$ cat src/rtl/spi_pkg.sv
`default_nettype none
// ============================================================================
// Module  : spi_pkg
// Purpose : Shared types and default constants for the SPI slave interface.
//           spi_state_t - FSM state encoding (IDLE / ACTIVE)
//           SPI_DATA_W_DEF - default word width in bits
//           SPI_SYNC_DEF   - default synchronizer depth
// Rev     : 1.0 - initial release
// ============================================================================
package spi_pkg;

  localparam int SPI_DATA_W_DEF = 8;
  localparam int SPI_SYNC_DEF   = 2;

  typedef enum logic {
    IDLE   = 1'b0,
    ACTIVE = 1'b1
  } spi_state_t;

endpackage
`default_nettype wire

$ cat src/rtl/sync_edge_det.sv
`default_nettype none
// ============================================================================
// Module  : sync_edge_det
// Purpose : Multi-flop synchronizer for one asynchronous input followed by a
//           one-flop edge detector.
// Ports   : clk, rst - clock, synchronous active-high reset
//           din      - asynchronous input
//           level    - synchronized level (STAGES clk after din)
//           rise     - one-clk pulse on a 0->1 transition of level
//           fall     - one-clk pulse on a 1->0 transition of level
// Params  : STAGES  - synchronizer flop count (>= 2)
//           RST_VAL - value every flop takes in reset
// Rev     : 1.0 - initial release
// ============================================================================
module sync_edge_det #(
  parameter int   STAGES  = 2,
  parameter logic RST_VAL = 1'b0
) (
  input  logic clk,
  input  logic rst,
  input  logic din,
  output logic level,
  output logic rise,
  output logic fall
);

  logic [STAGES-1:0] r_sync;
  logic              r_prev;

  always_ff @(posedge clk) begin
    if (rst) begin
      r_sync <= {STAGES{RST_VAL}};
      r_prev <= RST_VAL;
    end else begin
      r_sync <= {r_sync[STAGES-2:0], din};
      r_prev <= r_sync[STAGES-1];
    end
  end

  assign level = r_sync[STAGES-1];
  assign rise  = r_sync[STAGES-1] & ~r_prev;
  assign fall  = ~r_sync[STAGES-1] & r_prev;

endmodule
`default_nettype wire

$ cat src/rtl/spi_slave_if.sv
`default_nettype none
// ============================================================================
// Module  : spi_slave_if
// Purpose : Byte-oriented SPI mode-0 slave. SCK/CS_n/MOSI are oversampled in
//           the clk domain; nothing is clocked by SCK.
// Ports   : clk, rst          - system clock, synchronous active-high reset
//           sck_i, cs_n_i,    - asynchronous SPI pins from the master
//           mosi_i
//           miso_o, miso_oe_o - slave data out and its pad output enable
//           rx_data_o         - last completed received word
//           rx_valid_o        - one-clk pulse when rx_data_o updates
//           tx_data_i,        - response word and its write strobe
//           tx_load_i
//           tx_ready_o        - tx buffer empty
//           frame_err_o       - one-clk pulse on CS_n deassert mid-word
//           busy_o            - frame in progress
// Rev     : 1.0 - initial release
// ============================================================================
module spi_slave_if
  import spi_pkg::*;
#(
  parameter int DATA_W      = SPI_DATA_W_DEF,
  parameter int SYNC_STAGES = SPI_SYNC_DEF
) (
  input  logic              clk,
  input  logic              rst,
  input  logic              sck_i,
  input  logic              cs_n_i,
  input  logic              mosi_i,
  output logic              miso_o,
  output logic              miso_oe_o,
  output logic [DATA_W-1:0] rx_data_o,
  output logic              rx_valid_o,
  input  logic [DATA_W-1:0] tx_data_i,
  input  logic              tx_load_i,
  output logic              tx_ready_o,
  output logic              frame_err_o,
  output logic              busy_o
);

  localparam int CNT_W = $clog2(DATA_W);
  localparam logic [CNT_W-1:0] c_LAST_BIT = CNT_W'(DATA_W - 1);

  // After reset the synchronizers hold their reset value for a few clk before
  // the real pin level arrives; cs_fall is not trusted until then.
  localparam int SETTLE   = SYNC_STAGES + 1;
  localparam int SETTLE_W = $clog2(SETTLE + 1);
  localparam logic [SETTLE_W-1:0] c_SETTLE_CNT = SETTLE_W'(SETTLE);

  // --------------------------------------------------------------------------
  // Input synchronizers
  // --------------------------------------------------------------------------
  logic w_sck_level, w_sck_rise, w_sck_fall;
  logic w_cs_level,  w_cs_rise,  w_cs_fall;
  logic w_mosi,      w_mosi_rise, w_mosi_fall;

  sync_edge_det #(.STAGES(SYNC_STAGES), .RST_VAL(1'b0)) u_sync_sck (
    .clk   (clk),
    .rst   (rst),
    .din   (sck_i),
    .level (w_sck_level),
    .rise  (w_sck_rise),
    .fall  (w_sck_fall)
  );

  sync_edge_det #(.STAGES(SYNC_STAGES), .RST_VAL(1'b1)) u_sync_cs (
    .clk   (clk),
    .rst   (rst),
    .din   (cs_n_i),
    .level (w_cs_level),
    .rise  (w_cs_rise),
    .fall  (w_cs_fall)
  );

  sync_edge_det #(.STAGES(SYNC_STAGES), .RST_VAL(1'b0)) u_sync_mosi (
    .clk   (clk),
    .rst   (rst),
    .din   (mosi_i),
    .level (w_mosi),
    .rise  (w_mosi_rise),
    .fall  (w_mosi_fall)
  );

  logic w_unused;
  assign w_unused = ^{w_sck_level, w_mosi_rise, w_mosi_fall};

  // --------------------------------------------------------------------------
  // State
  // --------------------------------------------------------------------------
  spi_state_t          r_state;
  logic [CNT_W-1:0]    r_bit_cnt;
  logic [DATA_W-2:0]   r_rx_shift;   // MSB-side bits of the word in flight
  logic [DATA_W-1:0]   r_tx_shift;
  logic [DATA_W-1:0]   r_tx_buf;
  logic                r_tx_ready;
  logic [DATA_W-1:0]   r_rx_data;
  logic                r_rx_valid;
  logic                r_frame_err;
  logic                r_miso_oe;
  logic                r_armed;
  logic [SETTLE_W-1:0] r_settle;

  logic                w_start;
  logic                w_word_done;
  logic                w_consume;
  logic                w_load;
  logic [DATA_W-1:0]   w_tx_next;

  assign w_start     = (r_state == IDLE) && w_cs_fall && r_armed;
  // cs_rise has priority: a rising SCK in the same clk is dropped.
  assign w_word_done = (r_state == ACTIVE) && !w_cs_rise && w_sck_rise &&
                       (r_bit_cnt == c_LAST_BIT);
  assign w_consume   = w_start || w_word_done;
  // A consume reads the buffer as it was before any same-clk load.
  assign w_tx_next   = r_tx_ready ? '0 : r_tx_buf;
  assign w_load      = tx_load_i && r_tx_ready;

  always_ff @(posedge clk) begin
    if (rst) begin
      r_state     <= IDLE;
      r_bit_cnt   <= '0;
      r_rx_shift  <= '0;
      r_tx_shift  <= '0;
      r_tx_buf    <= '0;
      r_tx_ready  <= 1'b1;
      r_rx_data   <= '0;
      r_rx_valid  <= 1'b0;
      r_frame_err <= 1'b0;
      r_miso_oe   <= 1'b0;
      r_armed     <= 1'b0;
      r_settle    <= '0;
    end else begin
      r_rx_valid  <= 1'b0;
      r_frame_err <= 1'b0;

      // Arm only once CS_n is genuinely seen high after reset, so a frame
      // already in progress at reset release is ignored to its end.
      if (r_settle != c_SETTLE_CNT) begin
        r_settle <= r_settle + SETTLE_W'(1);
      end else if (w_cs_level) begin
        r_armed <= 1'b1;
      end

      if (w_load) begin
        r_tx_buf   <= tx_data_i;
        r_tx_ready <= 1'b0;
      end else if (w_consume) begin
        r_tx_ready <= 1'b1;
      end

      case (r_state)
        IDLE: begin
          if (w_start) begin
            r_state    <= ACTIVE;
            r_bit_cnt  <= '0;
            r_tx_shift <= w_tx_next;
            r_miso_oe  <= 1'b1;
          end
        end
        ACTIVE: begin
          if (w_cs_rise) begin
            if (r_bit_cnt != '0) begin
              r_frame_err <= 1'b1;
            end
            r_bit_cnt <= '0;
            r_miso_oe <= 1'b0;
            r_state   <= IDLE;
          end else if (w_sck_rise) begin
            if (w_word_done) begin
              r_rx_data  <= {r_rx_shift, w_mosi};
              r_rx_valid <= 1'b1;
              r_bit_cnt  <= '0;
              r_tx_shift <= w_tx_next;
            end else begin
              r_rx_shift <= {r_rx_shift[DATA_W-3:0], w_mosi};
              r_bit_cnt  <= r_bit_cnt + CNT_W'(1);
            end
          end else if (w_sck_fall && (r_bit_cnt != '0)) begin
            // At bit_cnt==0 the freshly loaded MSB must stay on the line
            // for the first rising edge of the word.
            r_tx_shift <= {r_tx_shift[DATA_W-2:0], 1'b0};
          end
        end
        default: r_state <= IDLE;
      endcase
    end
  end

  assign miso_o      = r_tx_shift[DATA_W-1];
  assign miso_oe_o   = r_miso_oe;
  assign rx_data_o   = r_rx_data;
  assign rx_valid_o  = r_rx_valid;
  assign tx_ready_o  = r_tx_ready;
  assign frame_err_o = r_frame_err;
  assign busy_o      = (r_state == ACTIVE);

endmodule
`default_nettype wire

$ cat config.mk
export PLATFORM = sky130hd
export DESIGN_NAME = spi_slave_if
export DESIGN_NICKNAME = d
export VERILOG_FILES = /design/src/rtl/spi_pkg.sv /design/src/rtl/sync_edge_det.sv /design/src/rtl/spi_slave_if.sv
export SDC_FILE = /design/constraint.sdc
export NUM_CORES = 1
export LEC_CHECK = 0
export ABC_AREA = 0
export BUFFER_PORTS_ARGS = -buffer_cell sky130_fd_sc_hd__buf_4
export CAP_MARGIN = 20
export CORE_MARGIN = 5
export CORE_UTILIZATION = 40
export CTS_CLUSTER_DIAMETER = 30
export DETAILED_ROUTE_END_ITERATION = 7
export PLACE_DENSITY = 0.7
export SLEW_MARGIN = 20
export SYNTH_ARGS = -nofsm -noshare
export SYNTH_HDL_FRONTEND = slang
export SYNTH_SLANG_ARGS = --single-unit
$ cat constraint.sdc
create_clock -name clk -period 4.8 [get_ports clk]
set_input_delay 0.24 -clock clk [delete_from_list [all_inputs] [get_ports clk]]
set_output_delay 0.24 -clock clk [all_outputs]
set_load 0.005 [all_outputs]
==> summary.txt <==
Run status
  – Status: completed

Clocking
  – Cts hold-fix bufs: 0
  – CTS tree: built
  – Clock Tree Root: clkbuf_8
  – Post-CTS setup buffers: 0
  – Clock Latency Late Sink: 310 ps
  – Clk buf depth: 2
  – Post-CTS Resized: 0
  – # clock sinks: 50
  – CTS Buf Count: 5
  – Htree depth: 2
  – Clock transition at the registers of the reported paths: 90 ps

Setup path
  – Critical path class: flop to flop
  – WP data arrival: 2090 ps
  – RR Startpoint: r_bit_cnt[1]
  – WP data required: 4980 ps
  – R2R cell count: 5
  – R2R Setup Slk: 2890 ps
  – Critical Path Max Stage Delay: 580 ps
  – Worst Setup SP: r_bit_cnt[1]
  – Critical Path End Type: flop
  – R2r endpoint: rx_data_o[1]
  – End point of the critical path: rx_data_o[1]
  – Worst Setup Start Kind: flop
  – Critical path fanouts, max: 10
  – Slowest library cell on the worst path: nand4_1
  – CP Cell Sequence: ha_1 -> ha_1 -> nand4_1 -> mux2i_1 -> nor2_1
  – Crit path top cell by count: ha_1

Synth
  – Post-synth EDFFs: 0
  – Top cells by count, synth: 50 x dfxtp_1, 24 x mux2i_1, 22 x nor2_1
  – Synth warn: 0
  – Mux cell area share after synthesis: 0.117
  – Compound-cell area share of the yosys netlist: 0.136
  – Syn_nets: 220
  – Yosys top cell area share: 0.489
  – Post-Synth Adder-Cell Area: 0.0244
  – Main synth FF type: dfxtp_1
  – Mapped Cells: 202
  – Synth area leader: dfxtp_1
  – Largest cells by area after synthesis: dfxtp_1 49%, mux2i_1 12%, nor2b_1 4.3%
  – Yosys cell types: 34
  – Most common cell in the netlist: dfxtp_1
  – Largest family of logic cells by synthesized area: simple AND/OR/NAND/NOR gates
  – Mapped cell area: 2050 um2
  – Synth Area in Simple Gates: 0.197
  – Number of synthesized register bits: 50
  – Async set-or-reset flop fraction in the synthesized netlist: 0
  – Post-synthesis sequential area ratio: 0.489
  – Mean Syn Cell Area: 10.1 um2
  – Post-synthesis xor/xnor area fraction: 0.00428

Power
  – Switch share: 0.222
  – Internal: 0.606 mW
  – LEAKAGE: 0.990 nW
  – VDD IR max: 0.000166 V
  – Comb pwr share: 0.062
  – Switching power: 0.172 mW
  – Power share of the sequential group: 0.561
  – Clock power frac: 0.376
  – PD cells: 325 nW/um2
  – Final Power: 0.778 mW

Die
  – Starting density of the core: 0.406
  – Core Box Area: 5040 um2
  – # rows: 26
  – Io pins: 28
  – Chip Width: 81.5 um
  – Die area: 6650 um2
  – Die height: 81.5 um

Timing
  – Maximum clock rate: 0.523 GHz
  – RSZ-0062 raised after global routing: false
  – Final hold vios: 0
  – Slew Viols, Final: 0
  – Slew headroom: 0.554
  – Final Critical Period: 1910 ps
  – Post-route setup TNS: 0 ps
  – Slew @ Worst Pin: 668 ps
  – Final setup fails: 0
  – Clock Skew: 8.75 ps
  – Final period util: 0.398
  – Setup WS post-layout: 2890 ps

Place
  – GPL Wtd Cong: 0.725
  – Port buffer count: 27
  – Placed Instances: 288
  – Final HPWL DP: 2300 um
  – Pre-CTS WS: 2870 ps

Final layout
  – Share of cells above drive strength 1: 0.235
  – Synthesis-to-layout area growth: 17.1%
  – Cell Count, Final, Fillers Out: 296
  – Nets: 243
  – N_diodes: 0

Detailed routing
  – DRC Markers: 0
  – Antenna-violating nets left: 0
  – Drt wl/cell: 11.4 um
  – Drt pass-1 iters: 4
  – Vias: 1441
  – DR vias/cell: 4.87
  – Final WL: 3360 um
  – Initial DRC count: 74

Worst hold path
  – Hold Crit Class: primary input to flop

Global route
  – Global-route wire length before repair: 5910 um
  – Grt ovf: 0
  – Vias in the first global route: 1375
  – Largest net degree at the start of global routing: 52
  – Initial antenna violation count: 0
  – GRT Total Usage: 0.112

Flow run
  – Max-cap violations: 0
-- how the worst min path moves through the flow --
stage / end / slack, ps / depth (start not counted) / start
2_1_floorplan: u_sync_cs.r_sync[0] / 340 / 1 / cs_n_i
3_3_place_gp: u_sync_cs.r_sync[1] / 390 / 1 / u_sync_cs.r_sync[0]
3_5_place_dp: u_sync_cs.r_sync[1] / 390 / 1 / u_sync_cs.r_sync[0]
4_1_cts: u_sync_cs.r_sync[0] / 100 / 2 / cs_n_i
5_1_grt: u_sync_cs.r_sync[0] / 90 / 2 / cs_n_i
6_report: u_sync_cs.r_sync[0] / 110 / 2 / cs_n_i
-- power groups by stage --
stage | clock network (mW) | registers [mW] | logic (mW)
2_1_floorplan | 0 | 0.443 | 0.0373
3_3_place_gp | 0 | 0.446 | 0.0484
3_5_place_dp | 0 | 0.447 | 0.0492
4_1_cts | 0.302 | 0.437 | 0.0495
5_1_grt | 0.319 | 0.440 | 0.0559
6_report | 0.293 | 0.437 | 0.0486
-- layout make-up --
cell class              instances  area, um2
multi-input cells             138        981
well taps                      70       87.6
repair buffers                 27        203
inverters                       3       11.3
flip-flops and latches         50       1000
fillers                       486       2650
clock inverters                 3       45.0
clock buffers                   5       68.8
-- cell families after synthesis --
| kind of cell | after synthesis |
|---|---|
| buffers and inverters | 14 |
| adders and majority gates | 4 |
| xor gates and xnor gates | 1 |
| AOI/OAI and AO/OA | 32 |
| muxes | 24 |
| DFF | 50 |
| and+or+nand+nor | 77 |
-- layout by cell type (no fill, tap or decap), drive strengths merged --
master / count
dfxtp: 50
buf: 27
mux2i: 24
nor2: 22
nand2: 15
nor2b: 14
a21oi: 13
nand3: 11
o311ai: 7
o31ai: 7
clkbuf: 5
ha: 4
inv: 3
or2: 3
nand2b: 3
nand4: 2
or3: 2
clkinvlp: 2
nand3b: 2
nor3: 2
and2b: 1
a2bb2oi: 1
o211a: 1
o21ai: 1
xor2: 1
a32oi: 1
a21o: 1
bufinv: 1
-- through the flow --
stage	hold WS, ps	utilization	cell area [um2]
2_1_floorplan	344	-	2050
3_3_place_gp	393	0.453	2280
3_5_place_dp	395	0.453	2280
4_1_cts	100	0.475	2400
5_1_grt	94.5	0.475	2400
6_report	107	0.475	2400
-- sequential cells by signal, indices dropped and copies added, names as in the netlist --
signal / count
rx_data_o: 8
busy_o: 1
u_sync_mosi.r_sync: 2
tx_ready_o: 1
rx_valid_o: 1
u_sync_cs.r_sync: 2
frame_err_o: 1
r_rx_shift: 7
r_bit_cnt: 3
u_sync_sck.r_sync: 2
r_settle: 2
miso_oe_o: 1
r_armed: 1
r_tx_buf: 8
r_tx_shift: 8
u_sync_sck.r_prev: 1
u_sync_cs.r_prev: 1
-- worst max-delay path: cells and delay by family (launching register included) --
family / cells / cell delay, ps
fa+ha+maj: 2 / 440
flops: 1 / 370
mux: 1 / 340
simple gates: 2 / 640
-- routing by layer --
metal  vias to the layer above  GRT usage  wire length (um)
li1                        750          -                 -
met1                       657      0.147              1700
met2                        30      0.168              1440
met3                         4     0.0296               182
met4                         0     0.0591                42
met5                         -          0                 0
Power figures use the tool's default switching activity.
